--- config.mk ---
export PLATFORM = sky130hd
export DESIGN_NAME = rotation_line_parser
export DESIGN_NICKNAME = d
export VERILOG_FILES = /design/src/rtl/rotation_line_parser.sv
export SDC_FILE = /design/constraint.sdc
export NUM_CORES = 1
export LEC_CHECK = 0
export BUFFER_PORTS_ARGS = -buffer_cell sky130_fd_sc_hd__buf_2
export CORE_ASPECT_RATIO = 1.5
export CORE_MARGIN = 4
export CORE_UTILIZATION = 60
export CTS_CLUSTER_DIAMETER = 50
export DETAILED_ROUTE_END_ITERATION = 8
export PLACE_DENSITY = 0.8
export SETUP_SLACK_MARGIN = 0.2
export SLEW_MARGIN = 20
export SYNTH_ARGS = -nofsm -noshare
export SYNTH_HDL_FRONTEND = slang
export SYNTH_SLANG_ARGS = --single-unit
--- constraint.sdc ---
create_clock -name clk -period 4.48 [get_ports clk]
set_input_delay 1.12 -clock clk [delete_from_list [all_inputs] [get_ports clk]]
set_output_delay 1.12 -clock clk [all_outputs]
set_load 0.005 [all_outputs]
--- src/rtl/rotation_line_parser.sv ---
// Turns an ASCII stream of "R48\nL68\n..." lines into (direction, distance)
// records on a valid/ready output, counting records, bad lines and saturation.
module rotation_line_parser #(
  parameter int DIST_W = 16,
  parameter int CNT_W  = 16
) (
  input  logic              clk,
  input  logic              rst_n,
  input  logic              in_valid,
  input  logic [7:0]        in_data,
  input  logic              in_last,
  output logic              in_ready,
  output logic              out_valid,
  output logic              out_direction,
  output logic [DIST_W-1:0] out_distance,
  input  logic              out_ready,
  output logic [CNT_W-1:0]  rec_count,
  output logic [CNT_W-1:0]  err_count,
  output logic              sat_flag
);

  typedef enum logic [1:0] {S_DIR, S_NUM, S_SKIP, S_EMIT} state_t;

  state_t state, state_next;

  logic              dir;
  logic              seen;
  logic [DIST_W-1:0] acc;

  logic              xfer, is_digit, is_dir, is_blank, is_nl, is_cr;
  logic [DIST_W+3:0] prod;
  logic              ovf;
  logic [DIST_W-1:0] acc_dig, emit_val;
  logic              start_line, acc_load, emit, err_inc, rec_inc;

  assign in_ready = (state != S_EMIT);
  assign xfer     = in_valid && in_ready;
  assign is_digit = (in_data >= 8'h30) && (in_data <= 8'h39);
  assign is_dir   = (in_data == 8'h52) || (in_data == 8'h4C);
  assign is_nl    = (in_data == 8'h0A);
  assign is_cr    = (in_data == 8'h0D);
  assign is_blank = is_nl || is_cr || (in_data == 8'h20);

  // acc*10+d is formed with four bits of headroom so overflow can be detected
  assign prod     = ({4'b0, acc} << 3) + ({4'b0, acc} << 1)
                  + {{DIST_W{1'b0}}, in_data[3:0]};
  assign ovf      = prod > {4'b0, {DIST_W{1'b1}}};
  assign acc_dig  = ovf ? {DIST_W{1'b1}} : prod[DIST_W-1:0];
  assign emit_val = is_digit ? acc_dig : acc;

  always_ff @(posedge clk or negedge rst_n) begin
    if (!rst_n) begin
      state <= S_DIR;
    end else begin
      state <= state_next;
    end
  end

  always_comb begin
    state_next = state;
    start_line = 1'b0;
    acc_load   = 1'b0;
    emit       = 1'b0;
    err_inc    = 1'b0;
    rec_inc    = 1'b0;
    case (state)
      S_DIR: begin
        if (xfer) begin
          if (is_dir) begin
            start_line = 1'b1;
            if (in_last) err_inc = 1'b1;
            else         state_next = S_NUM;
          end else if (!is_blank) begin
            if (in_last) err_inc = 1'b1;
            else         state_next = S_SKIP;
          end
        end
      end
      S_NUM: begin
        if (xfer) begin
          if (is_digit) begin
            acc_load = 1'b1;
            if (in_last) begin
              emit       = 1'b1;
              state_next = S_EMIT;
            end
          end else if (is_nl || in_last) begin
            // a line terminator (or end of stream) closes the line
            if (seen && (is_nl || is_cr)) begin
              emit       = 1'b1;
              state_next = S_EMIT;
            end else begin
              err_inc    = 1'b1;
              state_next = S_DIR;
            end
          end else if (!is_cr) begin
            state_next = S_SKIP;
          end
        end
      end
      S_SKIP: begin
        if (xfer && (is_nl || in_last)) begin
          err_inc    = 1'b1;
          state_next = S_DIR;
        end
      end
      S_EMIT: begin
        if (out_ready) begin
          rec_inc    = 1'b1;
          state_next = S_DIR;
        end
      end
      default: state_next = S_DIR;
    endcase
  end

  always_ff @(posedge clk or negedge rst_n) begin
    if (!rst_n) begin
      dir           <= 1'b0;
      seen          <= 1'b0;
      acc           <= '0;
      out_valid     <= 1'b0;
      out_direction <= 1'b0;
      out_distance  <= '0;
      rec_count     <= '0;
      err_count     <= '0;
      sat_flag      <= 1'b0;
    end else begin
      if (start_line) begin
        dir  <= (in_data == 8'h52);
        acc  <= '0;
        seen <= 1'b0;
      end
      if (acc_load) begin
        acc  <= acc_dig;
        seen <= 1'b1;
        if (ovf) sat_flag <= 1'b1;
      end
      if (emit) begin
        out_valid     <= 1'b1;
        out_direction <= dir;
        out_distance  <= emit_val;
      end
      if (rec_inc) begin
        out_valid <= 1'b0;
        rec_count <= rec_count + CNT_W'(1);
      end
      if (err_inc) err_count <= err_count + CNT_W'(1);
    end
  end

endmodule

# Yosys cells after proc, flatten, opt, wreduce, memory -nomap -nowiden
# Index checks and enable logic that the tools add are counted.
[word_totals]
word_cells = 93
out_inout_bits = 52
regBits = 71
input_bits = 13
[classes]
order_cmp = 3
n_mux = 45
n_reduce_logical = 13
eq_ne = 18
addsub = 4
[op_table]
columns = ["operator", "count"]
rows = [
  ["$mux W16", 4],
  ["$add A16 B1 Y16 const B", 2],
  ["$mux W1", 26],
  ["$mux W2", 13],
  ["$add A19 B17 Y20", 1],
  ["$add A20 B4 Y20", 1],
  ["$gt A20 B16 Y1 const B", 1],
  ["$eq A8 B4 Y1 const B", 2],
  ["$eq A8 B7 Y1 const B", 2],
  ["$ne A3 B3 Y1 const B", 4],
  ["$ne A2 B2 Y1 const B", 5],
  ["$reduce_and A9 Y1", 1],
  ["$eq A8 B6 Y1 const B", 1],
  ["$ge A8 B6 Y1 const B", 1],
  ["$le A8 B6 Y1 const B", 1],
  ["$pmux W2 S4", 1],
  ["$eq A2 B2 Y1 const B", 2],
  ["$logic_and A1 B1 Y1", 4],
  ["$logic_or A1 B1 Y1", 4],
  ["$ne A4 B4 Y1 const B", 1],
  ["$reduce_bool A2 Y1", 2],
  ["$pmux W1 S3", 1],
  ["$eq A2 B1 Y1 const B", 1],
  ["$logic_not A2 Y1", 1],
  ["$reduce_and A2 Y1", 1],
]

# Depth between registers and ports, before layout
# Gate-level depths: netlist of the first run.
[depth]
depth_word = 10
mapped_depth = 12
mapped_depth_nobuf = 10

# Worst setup path after synthesis of the first run
# No wires, ideal clock.
[synth_timing]
path_type = "input-to-reg"
from = "in in_data[3]"
to = "reg out_distance[10]"
setup_ns = 0.088
stages = 11
required_time_ns = 4.392
arrival_time_ns = 3.693
slack_ns = 0.699
path_cell_list = "fa_1 fa_1 a211o_1 a211oi_2 o21ba_2 o21ai_0 xnor2_1 and3_1 buf_2 buf_6 a41oi_1"
[synth_via]
elab_chain_cells = 8
[synth_rtl]
columns = ["item", "line", "text"]
rows = [
  ["from (decl)", "10", "input logic [7:0] in_data,"],
  ["parallel branches: the longest is 8 deep, another holds $add A20 B4 Y20", "--", ""],
  ["to (signal assigned)", "142", "out_distance <= emit_val;"],
  ["to (decl)", "15", "output logic [DIST_W-1:0] out_distance,"],
]
# Several ways; the timed one is not identified.
# A chain may end at the register's enable or synchronous reset.

# Worst setup path after layout of the first run
[layout_timing]
from = "in in_data[3]"
to = "reg out_distance[7]"
# Same word-level chain as after synthesis.

==> results of run 1 <==
==> registers in the layout, indices dropped and copies added (netlist names) <==
signal         count
sat_flag           1
seen               1
dir                1
state              2
err_count         16
out_direction      1
out_distance      16
acc               16
rec_count         16
out_valid          1
==> cells by family (layout without fill, tap and decap cells) <==
kind of cell / count (synthesis) / after routing / share of synthesized area (%)
AOI/OAI and AO/OA: 126 / 126 / 17.6
adders and majority gates: 35 / 35 / 10.1
buffers and inverters: 26 / 91 / 3.13
muxes: 4 / 4 / 0.979
xor gates and xnor gates: 43 / 43 / 8.42
DFF: 71 / 71 / 39.7
and+or+nand+nor: 171 / 171 / 20.0
==> report_power, final <==
| part | internal, W | switching (W) |
|---|---|---|
| Combinational | 0.0000844 | 0.000110 |
| Sequential | 0.000680 | 0.0000594 |
| Clock | 0.000311 | 0.000250 |
| Total | 0.00108 | 0.000420 |
==> metrics by stage <==
| stage | util [%] | setup WS, ns |
|---|---|---|
| after floorplan | - | 0.699 |
| after global placement | 67.2 | 0.392 |
| after detailed placement | 67.2 | 0.320 |
| after CTS | 70.2 | 0.706 |
| after global routing | 70.2 | 0.526 |
| final | 70.2 | 0.714 |
==> cell type report <==
cell class,count,area [um^2],area share [%]
repair buffers,71,385,7.60
well taps,100,125,2.47
flip-flops and latches,71,1780,35.0
inverters,4,15.0,0.296
clock inverters,6,85.1,1.68
clock buffers,10,128,2.52
multi-input cells,379,2560,50.4
==> cell usage after synthesis, drive strengths merged (2+ instances only) <==
library cell | count | area (um^2)
a41oi | 5 | 43.8
a21o | 6 | 45.0
and4 | 3 | 26.3
or4b | 2 | 20.0
nand4 | 11 | 75.1
nand4b | 2 | 17.5
xor2 | 22 | 193
mux2 | 3 | 33.8
inv | 4 | 15.0
nor2 | 53 | 206
nor4bb | 2 | 20.0
dfrtp | 71 | 1780
a31oi | 21 | 144
nor3b | 4 | 41.3
a211oi | 4 | 35.0
buf | 11 | 73.8
clkbuf | 11 | 51.3
nor4 | 4 | 25.0
fa | 2 | 40.0
xnor2 | 21 | 184
and2 | 3 | 20.0
o2111ai | 2 | 17.5
nand3 | 13 | 65.1
o211ai | 4 | 30.0
ha | 33 | 413
o21ai | 32 | 160
and3 | 10 | 62.6
nor3 | 12 | 90.1
nand2 | 46 | 173
a21oi | 41 | 205
==> per-layer routing <==
metal  part of all wire [%]  wire length (um)  up-vias  global-route usage [%]
met5                      0                 0        -                       0
met4                    2.3               236        0                    10.6
met3                    4.3               430       17                    4.11
met2                     51              5120      109                    41.3
met1                     43              4280     1900                    28.3
li1                       -                 -     1860                       -
==> how the worst max path moves through the flow <==
stage	from	to	slack [ns]	cells after the start
3_5_place_dp	in_data[3]	out_distance[7]	0.32	11
2_1_floorplan	in_data[3]	out_distance[10]	0.70	11
3_3_place_gp	in_data[3]	out_distance[9]	0.39	11
5_1_grt	in_data[3]	out_distance[7]	0.53	11
6_report	in_data[3]	out_distance[7]	0.71	11
4_1_cts	in_data[3]	out_distance[7]	0.71	11
==> metrics.yaml, run 1 <==
status:
  status: "finished, final reports clean"
clock_network:
  cts_num_sinks: 71
  post_cts_resized: 0
  clock_latency_ns: 0.36
  cts_tree: "yes"
  ctsLongestPathBuffers: 2
  path_clk_slew_ns: 0.07
  numCtsBuffers: 9
  clockRootBuffer: "clkbuf_8"
  htreeDepth: 3
  cts_hold_buf: 0
  cts_setup_buffers: 0
critical_path:
  path_buf_inv: 2
  path_class: "in -> reg"
  r2r-start: "acc[0]"
  r2r_slack_ns: 1.19
  worst_setup_path_start_kind: "primary input"
  rr_endpoint: "out_distance[7]"
  crit_chain: "buf_2, fa_1, fa_1, a211o_1, a211oi_2, o21ba_2, o21ai_0, xnor2_1, and3_1, buf_4, a41oi_1"
  cp-end-kind: "flip-flop"
  cpLargestDelayFamily: "compound AO/OA/AOI/OAI gates"
  cp_slowest_cell: "fa_1"
  reg2reg_depth: 10
  cp_max_fo: 9
  cp_common_cell: "fa_1"
  cp.required_ns: 4.67
  critical_path.max_stage_delay_ns: 0.53
  cp_data_arrival_time_ns: 3.96
die:
  initial_utilization_pct: 61.9
  coreArea_um2: 7230
  fp.dieW_um: 78.5
  rows: 38
  die_h_um: 114
  dieArea_um2: 8930
  pin_count: 65
power_and_ir_drop:
  p_total_w: 0.00149
  leakagePower_nw: 2.56
  powerDensity_nw_per_um2: 295
  ir_worst_vdd_mv: 0.275
timing:
  max_freq_ghz: 0.266
  finalClockSkew_ns: 0.0101
  finalSetupViolCount: 0
  grt_setup_unrepaired: "no"
  finalCritPeriodShare_pct: 84.1
  finalHoldViolCount: 0
  holdWs_ns: 0.462
  finalMaxSlewViolations: 0
  final.setup.tns_ns: 0
  tightest_slew_ns: 1.01
  post-route-min-period_ns: 3.77
  max_slew_margin_pct: 33.0
detailed_routing:
  post_drt_wl_per_cell_um: 15.7
  totalWireLength_mm: 10.1
  ant_nets: 0
  routed_via_density: 6.06
  vias: 3886
  drt_iter0_markers: 164
  firstDrtPassIters: 4
  drcViolationCount: 0
place:
  place.gp.congestion: 0.878
  place_hpwl_mm: 7.45
  place_inst: 625
  io_buffers: 64
  placed_cell_area_um2: 4860
global_route:
  grt_max_degree: 30
  antenna_found_initial: 0
  grt_pass1_vias: 3788
  grt.total_usage_pct: 23.7
  grt_pass1_wl_mm: 17.1
  grt_overflow: 0
finish:
  final_common_cell: "dfrtp_1"
  final_cell_mix: "dfrtp_1 (71), buf_2 (64), nor2_1 (52)"
  diodes: 0
  drive_above_1_share_pct: 19.8
  fin_nets: 584
  area.growth.synth_to_final_pct: 13.4
  fillCellCount: 575
  finalNonFillerCells: 641
  fin_area_um2: 5070
synth:
  synth_edf_count: 0
  ys_seq_elements: 71
  avgSynthCellArea_um2: 9.40
  yosysWarnings: 0
  yosys.cell_types.count: 59
  syn_area_um2: 4470
  synth_nets: 524
  synthArstFlopShare_pct: 100
  synthFlopType: "dfrtp_1"
  synth_cells: 476
  seq_area_frac_synth_pct: 39.7
hold_path:
  min_to: "err_count[15]"
  hold_depth: 1
  hp-class: "reg -> reg"
  min_from: "err_count[15]"
run:
  maxCapViolCount: 0
Note: power is estimated with default switching activity, not from simulation.
==> run 2, diff against run 1 <==
- CORE_UTILIZATION: 60 -> 58
- PLACE_DENSITY: 0.8 -> 0.78
- clock period: 4.48 -> 3.95 ns (I/O delays scaled with it)
==> metrics.yaml, run 2 (synthesis gave the netlist of run 1 again) <==
status:
  status: "finished, final reports clean"
timing:
  grt_setup_unrepaired: "no"
  tightest_slew_ns: 0.566
  post-route-min-period_ns: 3.61
  finalClockSkew_ns: 0.00670
  max_slew_margin_pct: 62.3
  finalSetupViolCount: 0
  finalCritPeriodShare_pct: 91.4
  finalMaxSlewViolations: 0
  final.setup.tns_ns: 0
  setup_ws_ns: 0.340
  max_freq_ghz: 0.277
  finalHoldViolCount: 0
critical_path:
  cp.required_ns: 4.12
  cp_data_arrival_time_ns: 3.78
  cp_max_fo: 33
  cp-end-kind: "flip-flop"
  path_class: "in -> reg"
  worst_setup_path_start_kind: "primary input"
clock_network:
  htreeDepth: 3
  cts_num_sinks: 71
  ctsLongestPathBuffers: 2
  cts_tree: "yes"
  numCtsBuffers: 9
  path_clk_slew_ns: 0.05
  post_cts_resized: 0
  cts_setup_buffers: 0
  clockRootBuffer: "clkbuf_16"
  clock_latency_ns: 0.33
  cts_hold_buf: 0
die:
  dieArea_um2: 9210
  fp.dieW_um: 79.7
  rows: 39
  initial_utilization_pct: 59.1
  pin_count: 65
  die_h_um: 116
  coreArea_um2: 7560
power_and_ir_drop:
  ir_worst_vdd_mv: 0.221
  powerDensity_nw_per_um2: 353
  leakagePower_nw: 2.61
finish:
  area.growth.synth_to_final_pct: 15.7
  final_cell_mix: "dfrtp_1 (71), buf_2 (64), nor2_1 (52)"
  fin_nets: 588
  drive_above_1_share_pct: 20.2
  fillCellCount: 606
  diodes: 0
  final_common_cell: "dfrtp_1"
detailed_routing:
  routed_via_density: 5.99
  drcViolationCount: 0
  ant_nets: 0
  firstDrtPassIters: 5
  vias: 3868
  drt_iter0_markers: 221
  totalWireLength_mm: 10.0
  post_drt_wl_per_cell_um: 15.6
global_route:
  met2_usage_pct: 41.4
  grt_pass1_wl_mm: 17.1
  grt_pass1_vias: 3693
  gr-usage-met1_pct: 28.6
  grt.met3_usage_pct: 5.29
  grt.total_usage_pct: 23.6
  grt-busiest-layer: "met2"
  grt_overflow: 0
  antenna_found_initial: 0
  grt_max_degree: 50
place:
  place.gp.congestion: 0.856
  place_hpwl_mm: 7.37
  io_buffers: 64
  dp_slack_ns: 0.00630
hold_path:
  hp-class: "reg -> reg"
run:
  maxCapViolCount: 0
==> run 2: power breakdown <==
group	internal (W)	switching (W)	leakage (nW)	total [W]
clock	0.000483	0.000283	0.135	0.000766
sequential	0.000772	0.0000687	0.966	0.000841
combinational	0.0000960	0.000124	1.51	0.000220
total	0.00135	0.000476	2.61	0.00183
==> run 2: per-stage QoR <==
stage	power (W)	area, um^2	hold slack [ns]	instances	util (%)
floorplan	0.000982	4470	0.444	476	-
global placement	0.00107	4890	0.453	631	64.7
detailed placement	0.00107	4890	0.458	631	64.7
CTS	0.00184	5170	0.470	646	68.4
global route	0.00191	5180	0.489	646	68.4
finish	0.00183	5180	0.469	646	68.4
==> run 2: path summary, 6_finish.rpt <==
check,endpoint,slack [ns],cells after the start,startpoint
worst max-delay path,out_distance[9],0.34,11,in_data[3]
worst min-delay path,rec_count[15],0.47,1,rec_count[15]
worst max register to register,out_distance[9],0.67,10,acc[0]
worst min register to register,rec_count[15],0.47,1,rec_count[15]
max in group asynchronous,acc[11],2.33,2,rst_n
min in group asynchronous,out_distance[2],0.65,1,rst_n
==> run 2: metal layers <==
metal,vias to the layer above,part of all wire (%),wire [um]
met5,-,0,0
met4,0,1.2,119
met3,9,5.3,529
met2,116,52,5240
met1,1876,41,4160
li1,1867,-,-
==> run 2: final cells by class <==
class / instances / area (um^2) / share of cell area [%]
clock buffers: 11 / 233 / 4.50
clock inverters: 4 / 47.5 / 0.919
inverters: 4 / 15.0 / 0.290
multi-input cells: 379 / 2560 / 49.5
flip-flops and latches: 71 / 1780 / 34.3
well taps: 102 / 128 / 2.47
repair buffers: 75 / 415 / 8.03
==> run 2: worst max-delay path, stage by stage <==
cell and delay (ns):
buf_2 0.12, fa_1 0.53, fa_1 0.46, a211o_1 0.35, a211oi_2 0.32, o21ba_2 0.20, o21ai_0 0.10, xnor2_1 0.14
and3_1 0.23, buf_12 0.20, a41oi_1 0.14
==> run 3, diff against run 2 <==
--- a/config.mk
+++ b/config.mk
@@ -13,3 +13,4 @@
 export DETAILED_ROUTE_END_ITERATION = 8
-export PLACE_DENSITY = 0.78
+export PLACE_DENSITY = 0.88
+export RECOVER_POWER = 50
 export SETUP_SLACK_MARGIN = 0.2
--- a/constraint.sdc
+++ b/constraint.sdc
@@ -3,2 +3,2 @@
 set_output_delay 0.9875 -clock clk [all_outputs]
-set_load 0.005 [all_outputs]
+set_load 0.01 [all_outputs]
==> metrics.yaml, run 3 (synthesis gave the netlist of run 1 again) <==
status:
  status: "complete, but fails checks"
  violations: "max-capacitance violations, max-slew violations"
critical_path:
  cp_data_arrival_time_ns: 3.78
  path_class: "in -> reg"
  crit_chain: "buf_2, fa_1, ha_1, a211oi_1, o211ai_1, a31oi_2, mux2i_1, a2111oi_1, and3_1, buf_12, a41oi_1"
  cp_max_fo: 26
  cp.required_ns: 4.14
  critical_path.max_stage_delay_ns: 0.53
  path_buf_inv: 2
  cp-end-kind: "flip-flop"
  r2r_slack_ns: 0.70
  cpLargestDelayFamily: "compound AO/OA/AOI/OAI gates"
  cp_slowest_cell: "fa_1"
  worst_setup_path_start_kind: "primary input"
place:
  place_hpwl_mm: 7.67
  placed_cell_area_um2: 4910
  place.gp.congestion: 0.869
  io_buffers: 64
  dp_slack_ns: 0.00532
clock_network:
  htreeDepth: 3
  post_cts_resized: 0
  clockRootBuffer: "clkbuf_16"
  path_clk_slew_ns: 0.06
  cts_tree: "yes"
  numCtsBuffers: 9
  cts_hold_buf: 0
  cts_num_sinks: 71
  cts_setup_buffers: 0
  clock_latency_ns: 0.34
  ctsLongestPathBuffers: 2
global_route:
  grt.total_usage_pct: 24.7
  antenna_found_initial: 0
  grt_pass1_vias: 3771
  grt_pass1_wl_mm: 18.0
  grt_overflow: 0
  grt_max_degree: 44
hold_path:
  hp-class: "reg -> reg"
power_and_ir_drop:
  leakagePower_nw: 2.57
  ir_worst_vdd_mv: 0.265
  powerDensity_nw_per_um2: 383
detailed_routing:
  vias: 3952
  routed_via_density: 6.10
  drcViolationCount: 0
  firstDrtPassIters: 5
  post_drt_wl_per_cell_um: 16.4
  ant_nets: 0
  drt_iter0_markers: 211
  totalWireLength_mm: 10.6
timing:
  finalMaxSlewViolations: 29
  finalHoldViolCount: 0
  max_freq_ghz: 0.279
  final.setup.tns_ns: 0
  setup_ws_ns: 0.361
  tightest_slew_ns: 1.50
  grt_setup_unrepaired: "no"
  post-route-min-period_ns: 3.59
  max_slew_margin_pct: -0.115
  holdWs_ns: 0.473
  finalClockSkew_ns: 0.00321
  finalSetupViolCount: 0
  finalCritPeriodShare_pct: 90.9
die:
  initial_utilization_pct: 59.1
  rows: 39
  die_h_um: 116
  fp.dieW_um: 79.7
  pin_count: 65
  coreArea_um2: 7560
  dieArea_um2: 9210
finish:
  fillCellCount: 562
  seqCellArea_um2: 1780
  fin_util_pct: 69.0
  drive_above_1_share_pct: 17.4
  fin_area_um2: 5220
  diodes: 0
  area.growth.synth_to_final_pct: 16.6
  final_cell_mix: "dfrtp_1 (71), nor2_1 (52), nand2_1 (46), buf_2 (46), a21oi_1 (41)"
  multi_input_area_um2: 2560
  final_common_cell: "dfrtp_1"
  fin_nets: 590
run:
  maxCapViolCount: 1
-- run 3: through the flow --
stage | instances | total power, W
after floorplan | 476 | 0.000996
after global routing | 648 | 0.00208
after CTS | 648 | 0.00202
after global placement | 633 | 0.00108
after detailed placement | 633 | 0.00109
final | 648 | 0.00200
-- run 3: worst paths after layout --
kind                               startpoint               end  cells past startpoint
worst min-delay path            err_count[15]     err_count[15]                      1
max in group asynchronous               rst_n  out_distance[12]                      2
worst max-delay path               in_data[3]  out_distance[10]                     11
worst min register to register  err_count[15]     err_count[15]                      1
min in group asynchronous               rst_n      err_count[8]                      1
worst max register to register         acc[0]  out_distance[10]                     10
-- run 3: routing by layer --
| metal | vias up | wire length [um] | global-route usage (%) |
|---|---|---|---|
| met2 | 138 | 5520 | 43.0 |
| li1 | 1871 | - | - |
| met4 | 0 | 319 | 10.4 |
| met1 | 1910 | 4070 | 29.3 |
| met3 | 33 | 695 | 5.13 |
| met5 | - | 0 | 0 |
-- run 3: report_power, final --
group | internal, W | switching [W]
registers | 0.000772 | 0.0000680
logic | 0.0000965 | 0.000141
clock network | 0.000611 | 0.000309
-- run 3: area by class of cell --
cell class,count,area share [%]
Clock buffer,9,4.32
Clock inverter,6,2.11
Inverter,4,0.288
Multi-Input combinational cell,379,49.0
Sequential cell,71,34.1
Tap cell,102,2.45
Timing Repair Buffer,77,7.77
